<file path="src/rtl/zircon_avalon_ir_ctrl.sv">
// Avalon-MM front end for the IR decoder: captures key codes, filters auto-repeat
// inside a tick-based hold-off window, and queues codes in a FIFO for software.
module zircon_avalon_ir_ctrl #(
  parameter int unsigned FIFO_DEPTH = 8,
  parameter int unsigned TICK_DIV   = 50000
) (
  input  logic        csi_clk,
  input  logic        rsi_reset_n,
  input  logic [1:0]  avs_address,
  input  logic        avs_read,
  input  logic        avs_write,
  input  logic [31:0] avs_writedata,
  output logic [31:0] avs_readdata,
  output logic        ins_irq,
  input  logic        ir_valid,
  input  logic [7:0]  ir_code
);

  localparam int unsigned AW = $clog2(FIFO_DEPTH);
  localparam int unsigned CW = AW + 1;
  localparam int unsigned TW = (TICK_DIV > 1) ? $clog2(TICK_DIV) : 1;
  localparam logic [TW-1:0] TickMax = TW'(TICK_DIV - 1);
  localparam logic [CW-1:0] CountFull = CW'(FIFO_DEPTH);

  localparam logic [1:0] AddrData    = 2'd0;
  localparam logic [1:0] AddrStatus  = 2'd1;
  localparam logic [1:0] AddrCtrl    = 2'd2;
  localparam logic [1:0] AddrHoldoff = 2'd3;

  logic [7:0]    mem_q [FIFO_DEPTH];
  logic [AW-1:0] wr_ptr_q, wr_ptr_d, rd_ptr_q, rd_ptr_d;
  logic [CW-1:0] count_q, count_d;
  logic          overflow_q, overflow_d;
  logic [2:0]    ctrl_q, ctrl_d;
  logic [7:0]    holdoff_q, holdoff_d;
  logic [7:0]    last_code_q, last_code_d;
  logic [7:0]    window_q, window_d;
  logic [TW-1:0] tick_q, tick_d;
  logic [31:0]   readdata_q, readdata_d;

  logic empty, full, tick, wr_ctrl, wr_status, flush;
  logic capture, is_repeat, push_req, push, pop;
  logic unused_wdata;

  assign unused_wdata = ^avs_writedata[31:8];

  assign empty     = (count_q == '0);
  assign full      = (count_q == CountFull);
  assign tick      = (tick_q == TickMax);
  assign wr_ctrl   = avs_write && (avs_address == AddrCtrl);
  assign wr_status = avs_write && (avs_address == AddrStatus);
  assign flush     = wr_ctrl && avs_writedata[3];

  // Flush discards a coincident code, so it gates capture entirely.
  assign capture   = ir_valid && ctrl_q[0] && !flush;
  assign is_repeat = ctrl_q[2] && (window_q != 8'd0) && (ir_code == last_code_q);
  assign push_req  = capture && !is_repeat;
  assign pop       = avs_read && (avs_address == AddrData) && !empty && !flush;
  // A same-cycle pop frees a slot in a full FIFO.
  assign push      = push_req && (!full || pop);

  assign ins_irq      = ctrl_q[1] && !empty;
  assign avs_readdata = readdata_q;

  always_comb begin
    wr_ptr_d    = wr_ptr_q;
    rd_ptr_d    = rd_ptr_q;
    count_d     = count_q;
    overflow_d  = overflow_q;
    ctrl_d      = ctrl_q;
    holdoff_d   = holdoff_q;
    last_code_d = last_code_q;
    window_d    = window_q;
    tick_d      = tick ? '0 : tick_q + TW'(1);
    readdata_d  = readdata_q;

    if (push) begin
      wr_ptr_d    = wr_ptr_q + AW'(1);
      last_code_d = ir_code;
    end
    if (pop) rd_ptr_d = rd_ptr_q + AW'(1);
    case ({push, pop})
      2'b10:   count_d = count_q + CW'(1);
      2'b01:   count_d = count_q - CW'(1);
      default: count_d = count_q;
    endcase

    if (wr_status && avs_writedata[2]) overflow_d = 1'b0;
    if (push_req && full && !pop) overflow_d = 1'b1;

    // Any accepted or suppressed capture reloads the window ahead of a tick decrement.
    if (capture) window_d = holdoff_q;
    else if (tick && window_q != 8'd0) window_d = window_q - 8'd1;

    if (wr_ctrl) ctrl_d = avs_writedata[2:0];
    if (avs_write && avs_address == AddrHoldoff) holdoff_d = avs_writedata[7:0];

    if (flush) begin
      wr_ptr_d   = '0;
      rd_ptr_d   = '0;
      count_d    = '0;
      overflow_d = 1'b0;
      window_d   = 8'd0;
    end

    if (avs_read) begin
      readdata_d = 32'd0;
      case (avs_address)
        AddrData:    if (!empty) readdata_d = {23'd0, 1'b1, mem_q[rd_ptr_q]};
        AddrStatus:  readdata_d = {{(24 - CW){1'b0}}, count_q, 5'd0, overflow_q, !empty, empty};
        AddrCtrl:    readdata_d = {29'd0, ctrl_q};
        AddrHoldoff: readdata_d = {24'd0, holdoff_q};
        default:     readdata_d = 32'd0;
      endcase
    end
  end

  always_ff @(posedge csi_clk or negedge rsi_reset_n) begin
    if (!rsi_reset_n) begin
      wr_ptr_q    <= '0;
      rd_ptr_q    <= '0;
      count_q     <= '0;
      overflow_q  <= 1'b0;
      ctrl_q      <= 3'b001;
      holdoff_q   <= 8'hC8;
      last_code_q <= 8'h00;
      window_q    <= 8'd0;
      tick_q      <= '0;
      readdata_q  <= 32'd0;
    end else begin
      wr_ptr_q    <= wr_ptr_d;
      rd_ptr_q    <= rd_ptr_d;
      count_q     <= count_d;
      overflow_q  <= overflow_d;
      ctrl_q      <= ctrl_d;
      holdoff_q   <= holdoff_d;
      last_code_q <= last_code_d;
      window_q    <= window_d;
      tick_q      <= tick_d;
      readdata_q  <= readdata_d;
    end
  end

  // Storage needs no reset; count and pointers define what is valid.
  always_ff @(posedge csi_clk) begin
    if (push) mem_q[wr_ptr_q] <= ir_code;
  end

endmodule

</file>
<file path="config.mk">
export PLATFORM = sky130hd
export DESIGN_NAME = zircon_avalon_ir_ctrl
export DESIGN_NICKNAME = d
export VERILOG_FILES = /design/src/rtl/zircon_avalon_ir_ctrl.sv
export SDC_FILE = /design/constraint.sdc
export NUM_CORES = 1
export LEC_CHECK = 0
export ABC_CLOCK_PERIOD_IN_PS = 2880
export BUFFER_PORTS_ARGS = -buffer_cell sky130_fd_sc_hd__buf_4
export CAP_MARGIN = 20
export CORE_UTILIZATION = 52
export DETAILED_ROUTE_END_ITERATION = 8
export GPL_TIMING_DRIVEN = 0
export PLACE_DENSITY = 0.76
export SLEW_MARGIN = 20
export SYNTH_ARGS = -nofsm -noshare
export SYNTH_HDL_FRONTEND = slang
export SYNTH_SLANG_ARGS = --single-unit
</file>
<file path="constraint.sdc">
create_clock -name csi_clk -period 2.88 [get_ports csi_clk]
set_input_delay 0.576 -clock csi_clk [delete_from_list [all_inputs] [get_ports csi_clk]]
set_output_delay 0.576 -clock csi_clk [all_outputs]
set_load 0.01 [all_outputs]
</file>
==> summary.md, run 1 <==
| Metric | Value |
|---|---|
| TNS Setup | `0 ns` |
| Main synth FF type | `edfxtp_1` |
| Max-cap violations | `0` |
| Drt total wl | `12800 µm` |
| Placer congestion estimate | `0.787` |
| HPWL Detailed | `8190 µm` |
| Via density | `5.67` |
| Vias | `3849` |
| Most frequent cells in the layout | `edfxtp_1 (64), dfrtp_1 (62), buf_4 (61), mux2_2 (27)` |
| Ant. Diodes | `0` |
| Max-slew headroom | `0.449` |
| Total track usage | `0.240` |
| Worst Path Required | `3.24 ns` |
| CP Cell Sequence | `inv_1, ha_2, or3b_4, nor2_4, nor4_2, o21ai_2, inv_2, ha_1, a21o_1, a21oi_4, nand3_1, mux2_2, nand3_1` |
| Leakage | `2.95 nW` |
| Clock Latency Late Sink | `0.42 ns` |
| Status | `completed` |
| Final hold vios | `0` |
| Slowest stage delay, CP | `0.42 ns` |
| PwrDens | `870 nW/µm²` |
| Post-synth EDFFs | `64` |
| Commonest non-fill, non-tap cell in the layout | `edfxtp_1` |
| Die Height | `110 µm` |
| Async S/R FF share, synth | `0.508` |
| Final setup fails | `0` |
| H-tree level count | `4` |
| CTS root buffer | `clkbuf_16` |
| Chip width | `110 µm` |
| Mean Syn Cell Area | `13.5 µm²` |
| Global route overflow | `0` |
| Design Power | `6.38 mW` |
| Cell Count, Final, Fillers Out | `679` |
| Starting density of the core | `0.545` |
| Critical path class | `flop to flop` |
| Initial antenna violation count | `0` |
| Layout Nets | `580` |
| Remaining DRCs | `0` |
| Die area | `12000 µm²` |
| FMAX | `0.365 GHz` |
| Crit path max fanout | `4` |
| Netlist cell types | `58` |
| Vias in the first global route | `3879` |
| CTS Buf Count | `17` |
| Synth Warn # | `0` |
| Crit. End Element | `flop` |
| Post-route setup slack | `0.142 ns` |
| Worst vdd ir | `692 µV` |
| P&R area growth vs syn | `21.4%` |
| Setup Slack @ Placement | `-0.536 ns` |
| CP Launch Type | `flop` |
| Pre-antenna DRT Iters | `5` |
| Dpl cells | `642` |
| IO Count | `80` |
| CTS Hold Buffers Added | `0` |
| Reg clk slew, reported paths | `0.06 ns` |
| Post-DR wirelength/cell | `18.8 µm` |
| Clock sinks | `130` |
| Layout cells sized above 1 | `0.332` |
| Skew final | `0.00963 ns` |
| Sequential fraction of the synthesis area | `0.593` |
| Slew Limit Fails | `0` |
| CORE AREA | `11100 µm²` |
| Post-layout min period | `2.74 ns` |
| Final worst-path cycle share | `0.951` |
| Initial DRC count | `315` |
| CP dominant cell by count | `nand3_1` |
| Clock buffer depth | `2` |
| Area of the mapped netlist | `6040 µm²` |
| Largest net degree at the start of global routing | `67` |
| CP arrival | `3.10 ns` |
| Least-Margin Pin Slew | `0.826 ns` |
| Antenna-violating nets left | `0` |
| Worst path slowest cell | `or3b_4` |
| Port Buf Inserts | `35` |
| HP Class | `input pin to async pin` |
| #FFs+latches synth | `130` |
| Mapped Cells | `446` |
| FP Rows | `38` |
| CTS tree | `built` |
| First-pass GRT wire length | `20400 µm` |
report_power, final:
| part | switching, mW | total, mW | internal (mW) |
|---|---|---|---|
| combinational | 0.819 | 1.66 | 0.840 |
| clock | 0.774 | 2.19 | 1.42 |
| sequential | 0.264 | 2.52 | 2.26 |
| total | 1.86 | 6.38 | 4.52 |
layout make-up:
| cell class | count | area [µm²] |
|---|---|---|
| inverters | 17 | 63.8 |
| multi-input cells | 281 | 2330 |
| flip-flops and latches | 130 | 3580 |
| plain buffers | 37 | 243 |
| fillers | 795 | 3750 |
| clock inverters | 10 | 131 |
| well taps | 140 | 175 |
| clock buffers | 22 | 474 |
| repair buffers | 42 | 328 |
cell families (layout without fill, tap and decap cells):
kind of cell	after synthesis	count (layout)	share of synthesized area
AO/OA/AOI/OAI	60	60	0.0771
XOR/XNOR	27	27	0.0392
adder cells (fa/ha/maj)	7	7	0.0158
buffers and inverters	54	128	0.0508
flip-flops	130	130	0.593
multiplexers	48	48	0.118
other	1	20	0.000621
AND/OR/NAND/NOR	119	119	0.105
flip-flops by register name, indices dropped and copies added (netlist names):
name	flops
overflow_q	1
wr_ptr_q	3
count_q	4
rd_ptr_q	3
holdoff_q	8
avs_readdata	12
last_code_q	8
window_q	8
ctrl_q	3
mem_q	64
tick_q	16
synthesized netlist by cell type (all sizes together), types with 5 or more instances:
| master | count | share of area |
|---|---|---|
| mux2 | 27 | 0.050 |
| edfxtp | 64 | 0.32 |
| nand2 | 27 | 0.017 |
| nor2 | 29 | 0.019 |
| ha | 6 | 0.012 |
| a21oi | 21 | 0.021 |
| or3 | 5 | 0.0068 |
| inv | 17 | 0.011 |
| nor2b | 5 | 0.0052 |
| xor2 | 12 | 0.017 |
| and2 | 5 | 0.0056 |
| nor3 | 10 | 0.0091 |
| buf | 29 | 0.035 |
| nand3 | 15 | 0.012 |
| o21ai | 5 | 0.0048 |
| o2bb2a | 5 | 0.015 |
| dfrtp | 62 | 0.26 |
| xnor2 | 15 | 0.022 |
| mux2i | 5 | 0.0083 |
| nor4 | 5 | 0.0062 |
| a22oi | 6 | 0.0075 |
| mux4 | 16 | 0.060 |
| clkbuf | 8 | 0.0050 |
| o31ai | 6 | 0.0075 |
metal layers:
metal	vias up	part of all wire	track usage
met5	-	0	0
met4	0	0.016	0.0810
met3	16	0.060	0.0836
met2	121	0.51	0.396
met1	1943	0.41	0.295
li1	1769	-	-
worst paths after layout:
check,from,to,slack (ns),cells after the start
max in group asynchronous,rsi_reset_n,tick_q[6],2.08,1
min in group csi_clk,avs_writedata[4],holdoff_q[4],0.38,2
setup / recovery,window_q[0],count_q[3],0.14,13
setup reg to reg,window_q[0],count_q[3],0.14,13
hold reg to reg,tick_q[0],tick_q[0],0.49,1
hold / removal,rsi_reset_n,holdoff_q[4],0.25,1
critical path, delay by kind of cell, from the launching register on:
family	cells	cell delay, ns
muxes	1	0.26
buffers and inverters	2	0.17
DFF	1	0.37
adders and majority gates	2	0.48
AOI/OAI and AO/OA	3	0.56
and+or+nand+nor	5	0.83
per-stage QoR:
step	utilization	hold WS (ns)	area, µm²
after CTS	0.658	0.291	7290
after global placement	0.591	0.461	6550
after global routing	0.661	0.326	7330
final	0.661	0.247	7330
after floorplan	-	0.280	6110
after detailed placement	0.596	0.479	6600
timing repair:
item	in CTS	in global routing
endpoints found under the setup margin	49	9
buffers inserted	4	1
pin swaps	3	3
resized for setup	8	6
No activity file was read; power rests on OpenSTA's default activity.
==> run 2, diff against run 1 <==
ABC_CLOCK_PERIOD_IN_PS = 3530   (was 2880)
CORE_UTILIZATION = 62   (was 52)
PLACE_DENSITY = 0.85   (was 0.76)
clock period = 3.53 ns   (was 2.88 ns; I/O delays follow)
==> summary.md, run 2 (synthesized netlist as in run 1, its figures left out) <==
| Metric | Value |
|---|---|
| Ant. Diodes | `0 (unchanged)` |
| Vias | `3945 (+2.5%)` |
| Hold_ws | `0.266 ns (+0.0194 ns)` |
| Vias in the first global route | `3934 (+1.4%)` |
| Met3 Usage GRT | `0.0479 (-0.0357)` |
| Drt total wl | `13200 µm (+2.9%)` |
| Commonest non-fill, non-tap cell in the layout | `edfxtp_1` |
| Reg clk slew, reported paths | `0.06 ns (about the same)` |
| Met1 Resource Use GR | `0.368 (+0.0736)` |
| CTS root buffer | `clkbuf_8` |
| Slew Limit Fails | `0 (unchanged)` |
| Initial antenna violation count | `0 (unchanged)` |
| Starting density of the core | `0.647 (+0.102)` |
| H-tree level count | `4 (unchanged)` |
| Setup Slack @ Placement | `-0.0768 ns (+0.459 ns)` |
| Pint | `3.57 mW (-21%)` |
| Most frequent cells in the layout | `edfxtp_1 (64), dfrtp_1 (62), buf_4 (59), nor2_1 (28), mux2_2 (27)` |
| Worst Path Required | `3.99 ns (+0.75 ns)` |
| P&R area growth vs syn | `19.2%` |
| R2R setup slack | `0.22 ns (+0.08 ns)` |
| Final worst-path cycle share | `0.938 (-0.0128)` |
| Reg-to-Reg Start | `window_q[0]` |
| Resize count post-CTS | `0 (-8)` |
| Fin util | `0.771 (+0.110)` |
| Max-cap violations | `0 (unchanged)` |
| Die Height | `101 µm (-8.3%)` |
| Skew final | `0.00892 ns (-0.000708 ns)` |
| Least-Margin Pin Slew | `0.982 ns (+0.156 ns)` |
| Clock Power Share | `0.343 (about the same)` |
| Pre-antenna DRT Iters | `5 (unchanged)` |
| CP Launch Type | `flop` |
| Placer congestion estimate | `0.800 (+1.6%)` |
| Total track usage | `0.280 (+0.0403)` |
| Crit. End Element | `flop` |
| Clock sinks | `130 (unchanged)` |
| CTS Buf Count | `17 (unchanged)` |
| HPWL Detailed | `8530 µm (+4.2%)` |
| Max reg flops | `64 (unchanged)` |
| Busiest grt layer | `met2` |
| IO Count | `80 (unchanged)` |
| Port Buf Inserts | `35 (unchanged)` |
| Critical path class | `flop to flop` |
| Max-slew headroom | `0.343 (-0.106)` |
| Postcts setup bufs | `0 (-4)` |
| Switching Fraction | `0.299 (+0.00796)` |
| First-pass GRT wire length | `20600 µm (+0.78%)` |
| Net Switching | `1.53 mW (-18%)` |
| Initial DRC count | `379 (+20%)` |
| CTS tree | `built` |
| Antenna-violating nets left | `0 (unchanged)` |
| FMAX | `0.302 GHz (-17%)` |
| Status | `completed` |
| CTS Hold Buffers Added | `0 (unchanged)` |
| Largest net degree at the start of global routing | `67 (unchanged)` |
| CP arrival | `3.77 ns (+0.67 ns)` |
| Reg power frac | `0.400 (+0.005)` |
| Global route overflow | `0 (unchanged)` |
| RSZ-0062 raised after global routing | `false` |
| Post-route setup slack | `0.219 ns (+0.0773 ns)` |
| FP Rows | `35 (-7.9%)` |
| CORE AREA | `9330 µm² (-16%)` |
| Worst vdd ir | `464 µV (-33%)` |
| Final setup fails | `0 (unchanged)` |
| Remaining DRCs | `0 (unchanged)` |
| Register with the most flip-flops | `mem_q` |
| Met2 Track Usage GR | `0.468 (+0.0716)` |
| Clock Latency Late Sink | `0.52 ns (+0.10 ns)` |
| Clock buffer depth | `2 (unchanged)` |
| Layout cells sized above 1 | `0.319 (-0.0131)` |
| CP startpoint | `window_q[0]` |
| PwrDens | `708 nW/µm² (-19%)` |
| Crit path max fanout | `7 (+3)` |
| Via density | `5.93 (+4.7%)` |
| Die area | `10100 µm² (-16%)` |
| Final hold vios | `0 (unchanged)` |
| Chip width | `101 µm (-8.3%)` |
| Leakage | `2.91 nW (-1.2%)` |
| Design Power | `5.10 mW (-20%)` |
| TNS Setup | `0 ns (unchanged)` |
| Post-DR wirelength/cell | `19.8 µm (+5.0%)` |
| HP Class | `input pin to async pin` |
| Filler cells | `537 (-32%)` |
| Post-layout min period | `3.31 ns (+0.573 ns)` |
| Gate power share | `0.256 (-0.004)` |
| Layout Nets | `577 (-0.52%)` |
## run 2: worst paths after layout
| kind | to | cells past startpoint |
|---|---|---|
| hold / removal | window_q[3] | 1 |
| hold reg to reg | overflow_q | 2 |
| setup reg to reg | count_q[3] | 13 |
| max in group asynchronous | tick_q[14] | 1 |
| setup / recovery | count_q[3] | 13 |
| min in group csi_clk | holdoff_q[5] | 2 |
## run 2: final cells by class
cell class,instances,area [µm²],share of cell area
plain buffers,37,243,0.0337
flip-flops and latches,130,3580,0.497
inverters,17,63.8,0.00887
clock inverters,13,144,0.0200
multi-input cells,281,2260,0.314
repair buffers,39,293,0.0407
well taps,129,161,0.0224
clock buffers,19,453,0.0629
## run 2: per-layer routing
metal	up-vias	share of wire
met4	0	0.024
met5	-	0
li1	1759	-
met1	1959	0.40
met2	194	0.50
met3	33	0.068
## run 2: stage by stage
step           cell area, µm²  instances
2_1_floorplan            6110        465
3_3_place_gp             6530        629
3_5_place_dp             6590        633
4_1_cts                  7190        665
5_1_grt                  7200        665
6_report                 7200        665
## run 2: power by group through the flow
| stage | logic (mW) | registers [mW] | clock network [mW] |
|---|---|---|---|
| after global placement | 1.20 | 2.03 | 0 |
| after CTS | 1.31 | 2.03 | 1.75 |
| after detailed placement | 1.28 | 2.05 | 0 |
| after global routing | 1.41 | 2.06 | 1.82 |
| final | 1.31 | 2.04 | 1.75 |
| after floorplan | 0.925 | 2.02 | 0 |
## run 2: worst max-delay path, stage by stage (launching register included)
cell     delay (ns)
dfrtp_1        0.38
inv_1          0.09
ha_1           0.19
or3b_1         0.42
nor2_1         0.34
nor4_1         0.14
o21ai_2        0.30
inv_1          0.15
ha_1           0.30
a21o_1         0.17
a21oi_1        0.30
nand3_1        0.11
mux2_2         0.27
nand3_1        0.08
==> run 3, diff against run 2 <==
GPL_TIMING_DRIVEN = not set   (was 0)
SETUP_SLACK_MARGIN = 0.4   (was not set)
==> summary.md, run 3 (synthesized netlist as in run 1, its figures left out) <==
| Metric | Value |
|---|---|
| Status | `completed` |
| CTS tree | `built` |
| Max-slew headroom | `0.418 (+0.0752)` |
| Slew Limit Fails | `0 (unchanged)` |
| Layout cells sized above 1 | `0.291 (-0.0283)` |
| P&R area growth vs syn | `16.1%` |
| Post-route setup slack | `0.575 ns (+0.355 ns)` |
| Design Power | `5.11 mW (+0.26%)` |
| Placer congestion estimate | `0.818 (+2.3%)` |
| IO Count | `80 (unchanged)` |
| Worst vdd ir | `420 µV (-9.5%)` |
| Ant. Diodes | `0 (unchanged)` |
| Total track usage | `0.288 (+0.00727)` |
| Clock sinks | `130 (unchanged)` |
| Filler cells | `526 (-2.0%)` |
| Largest net degree at the start of global routing | `67 (unchanged)` |
| Vias in the first global route | `3903 (-0.79%)` |
| Initial DRC count | `355 (-6.3%)` |
| Final worst-path cycle share | `0.837 (-0.101)` |
| Port Buf Inserts | `35 (unchanged)` |
| PwrDens | `729 nW/µm² (+2.9%)` |
| Remaining DRCs | `0 (unchanged)` |
| Fin util | `0.752 (-0.0199)` |
| Crit path max fanout | `4 (-3)` |
| Crit. End Element | `flop` |
| Register with the most flip-flops | `mem_q` |
| Sequential cell area | `3580 µm² (unchanged)` |
| TNS Setup | `0 ns (unchanged)` |
| Initial antenna violation count | `0 (unchanged)` |
| Starting density of the core | `0.647 (unchanged)` |
| Via density | `6.18 (+4.1%)` |
| CP Launch Type | `flop` |
| Least-Margin Pin Slew | `0.873 ns (-0.109 ns)` |
| CTS Hold Buffers Added | `0 (unchanged)` |
| Chip width | `101 µm (unchanged)` |
| Pre-antenna DRT Iters | `5 (unchanged)` |
| Clock buffer depth | `2 (unchanged)` |
| CTS Buf Count | `17 (unchanged)` |
| HPWL Detailed | `7970 µm (-6.6%)` |
| H-tree level count | `4 (unchanged)` |
| Antenna-violating nets left | `0 (unchanged)` |
| Die area | `10100 µm² (unchanged)` |
| Worst Path Required | `3.98 ns (about the same)` |
| Skew final | `0.00668 ns (-0.00224 ns)` |
| Layout Nets | `550 (-4.7%)` |
| Commonest non-fill, non-tap cell in the layout | `edfxtp_1` |
| FMAX | `0.338 GHz (+12%)` |
| Dpl cells | `606 (-4.3%)` |
| CTS root buffer | `clkbuf_8` |
| Area of the multi-input gates | `2230 µm² (-1.4%)` |
| Most frequent cells in the layout | `edfxtp_1 (64), dfrtp_1 (62), buf_4 (49), nor2_1 (27), mux2_2 (27)` |
| CP arrival | `3.41 ns (-0.36 ns)` |
| Global route overflow | `0 (unchanged)` |
| HP Class | `input pin to async pin` |
| Reg clk slew, reported paths | `0.06 ns (about the same)` |
| Max-cap violations | `0 (unchanged)` |
| Die Height | `101 µm (unchanged)` |
| Final hold vios | `0 (unchanged)` |
| Drt total wl | `13300 µm (+1.5%)` |
| CORE AREA | `9330 µm² (unchanged)` |
| Postcts setup bufs | `0 (unchanged)` |
| Max reg flops | `64 (unchanged)` |
| Cell Count, Final, Fillers Out | `638 (-4.1%)` |
| Vias | `3941 (-0.10%)` |
| Setup Slack @ Placement | `0.421 ns (+0.498 ns)` |
| Leakage | `2.80 nW (-3.7%)` |
| Post-DR wirelength/cell | `20.9 µm (+5.7%)` |
| Post-layout min period | `2.96 ns (-0.355 ns)` |
| Critical path class | `flop to flop` |
| Clock Latency Late Sink | `0.52 ns (about the same)` |
| First-pass GRT wire length | `21000 µm (+1.9%)` |
| FP Rows | `35 (unchanged)` |
| Final setup fails | `0 (unchanged)` |
| RSZ-0062 raised after global routing | `false` |
## run 3: cell types whose count changed in the layout (fill, tap and decap cells not counted), sizes merged
cell,before,now
inv,25,21
buf,68,49
clkinv,2,4
clkbuf,27,21
## run 3: layout make-up
class | instances | share of cell area
Tap cell | 129 | 0.0230
Clock buffer | 21 | 0.0701
Inverter | 17 | 0.00910
Sequential cell | 130 | 0.510
Timing Repair Buffer | 49 | 0.0525
Clock inverter | 11 | 0.0170
Multi-Input combinational cell | 281 | 0.318
## run 3: per-layer routing
metal / vias up / part of all wire / GRT usage
li1: 1705 / - / -
met1: 1954 / 0.39 / 0.375
met2: 234 / 0.51 / 0.473
met3: 48 / 0.072 / 0.0576
met4: 0 / 0.033 / 0.129
met5: - / 0 / 0
## run 3: report_power, final
part / switching, mW / internal (mW) / leakage, nW
Clock: 0.661 / 1.13 / 0.306
Combinational: 0.553 / 0.636 / 1.10
Sequential: 0.293 / 1.84 / 1.40
## run 3: metrics by stage
| step | cell area [µm²] | hold WS, ns |
|---|---|---|
| 6_report | 7010 | 0.272 |
| 5_1_grt | 7010 | 0.356 |
| 4_1_cts | 7000 | 0.301 |
| 3_5_place_dp | 6390 | 0.479 |
| 3_3_place_gp | 6390 | 0.466 |
| 2_1_floorplan | 6110 | 0.410 |
## run 3: final timing paths
path,from,cells after the start,slack (ns),endpoint
hold / removal,rsi_reset_n,1,0.27,window_q[4]
hold reg to reg,tick_q[0],1,0.49,tick_q[0]
min in group csi_clk,avs_writedata[5],2,0.42,holdoff_q[5]
max in group asynchronous,rsi_reset_n,1,2.71,last_code_q[4]
setup reg to reg,window_q[0],13,0.57,count_q[3]
setup / recovery,window_q[0],13,0.57,count_q[3]
## run 3: critical path, cell delays in order, from the launching register on
cell     delay [ns]
dfrtp_1        0.38
inv_1          0.09
ha_1           0.19
or3b_1         0.45
nor2_2         0.26
nor4_1         0.12
o21ai_2        0.17
inv_1          0.11
ha_1           0.30
a21o_1         0.19
a21oi_2        0.20
nand3_1        0.09
mux2_2         0.27
nand3_1        0.08
## run 3: what timing repair did
action	4_1_cts	5_1_grt
resized for setup	0	2
hold endpoints to repair	0	0
setup endpoints to repair	0	1
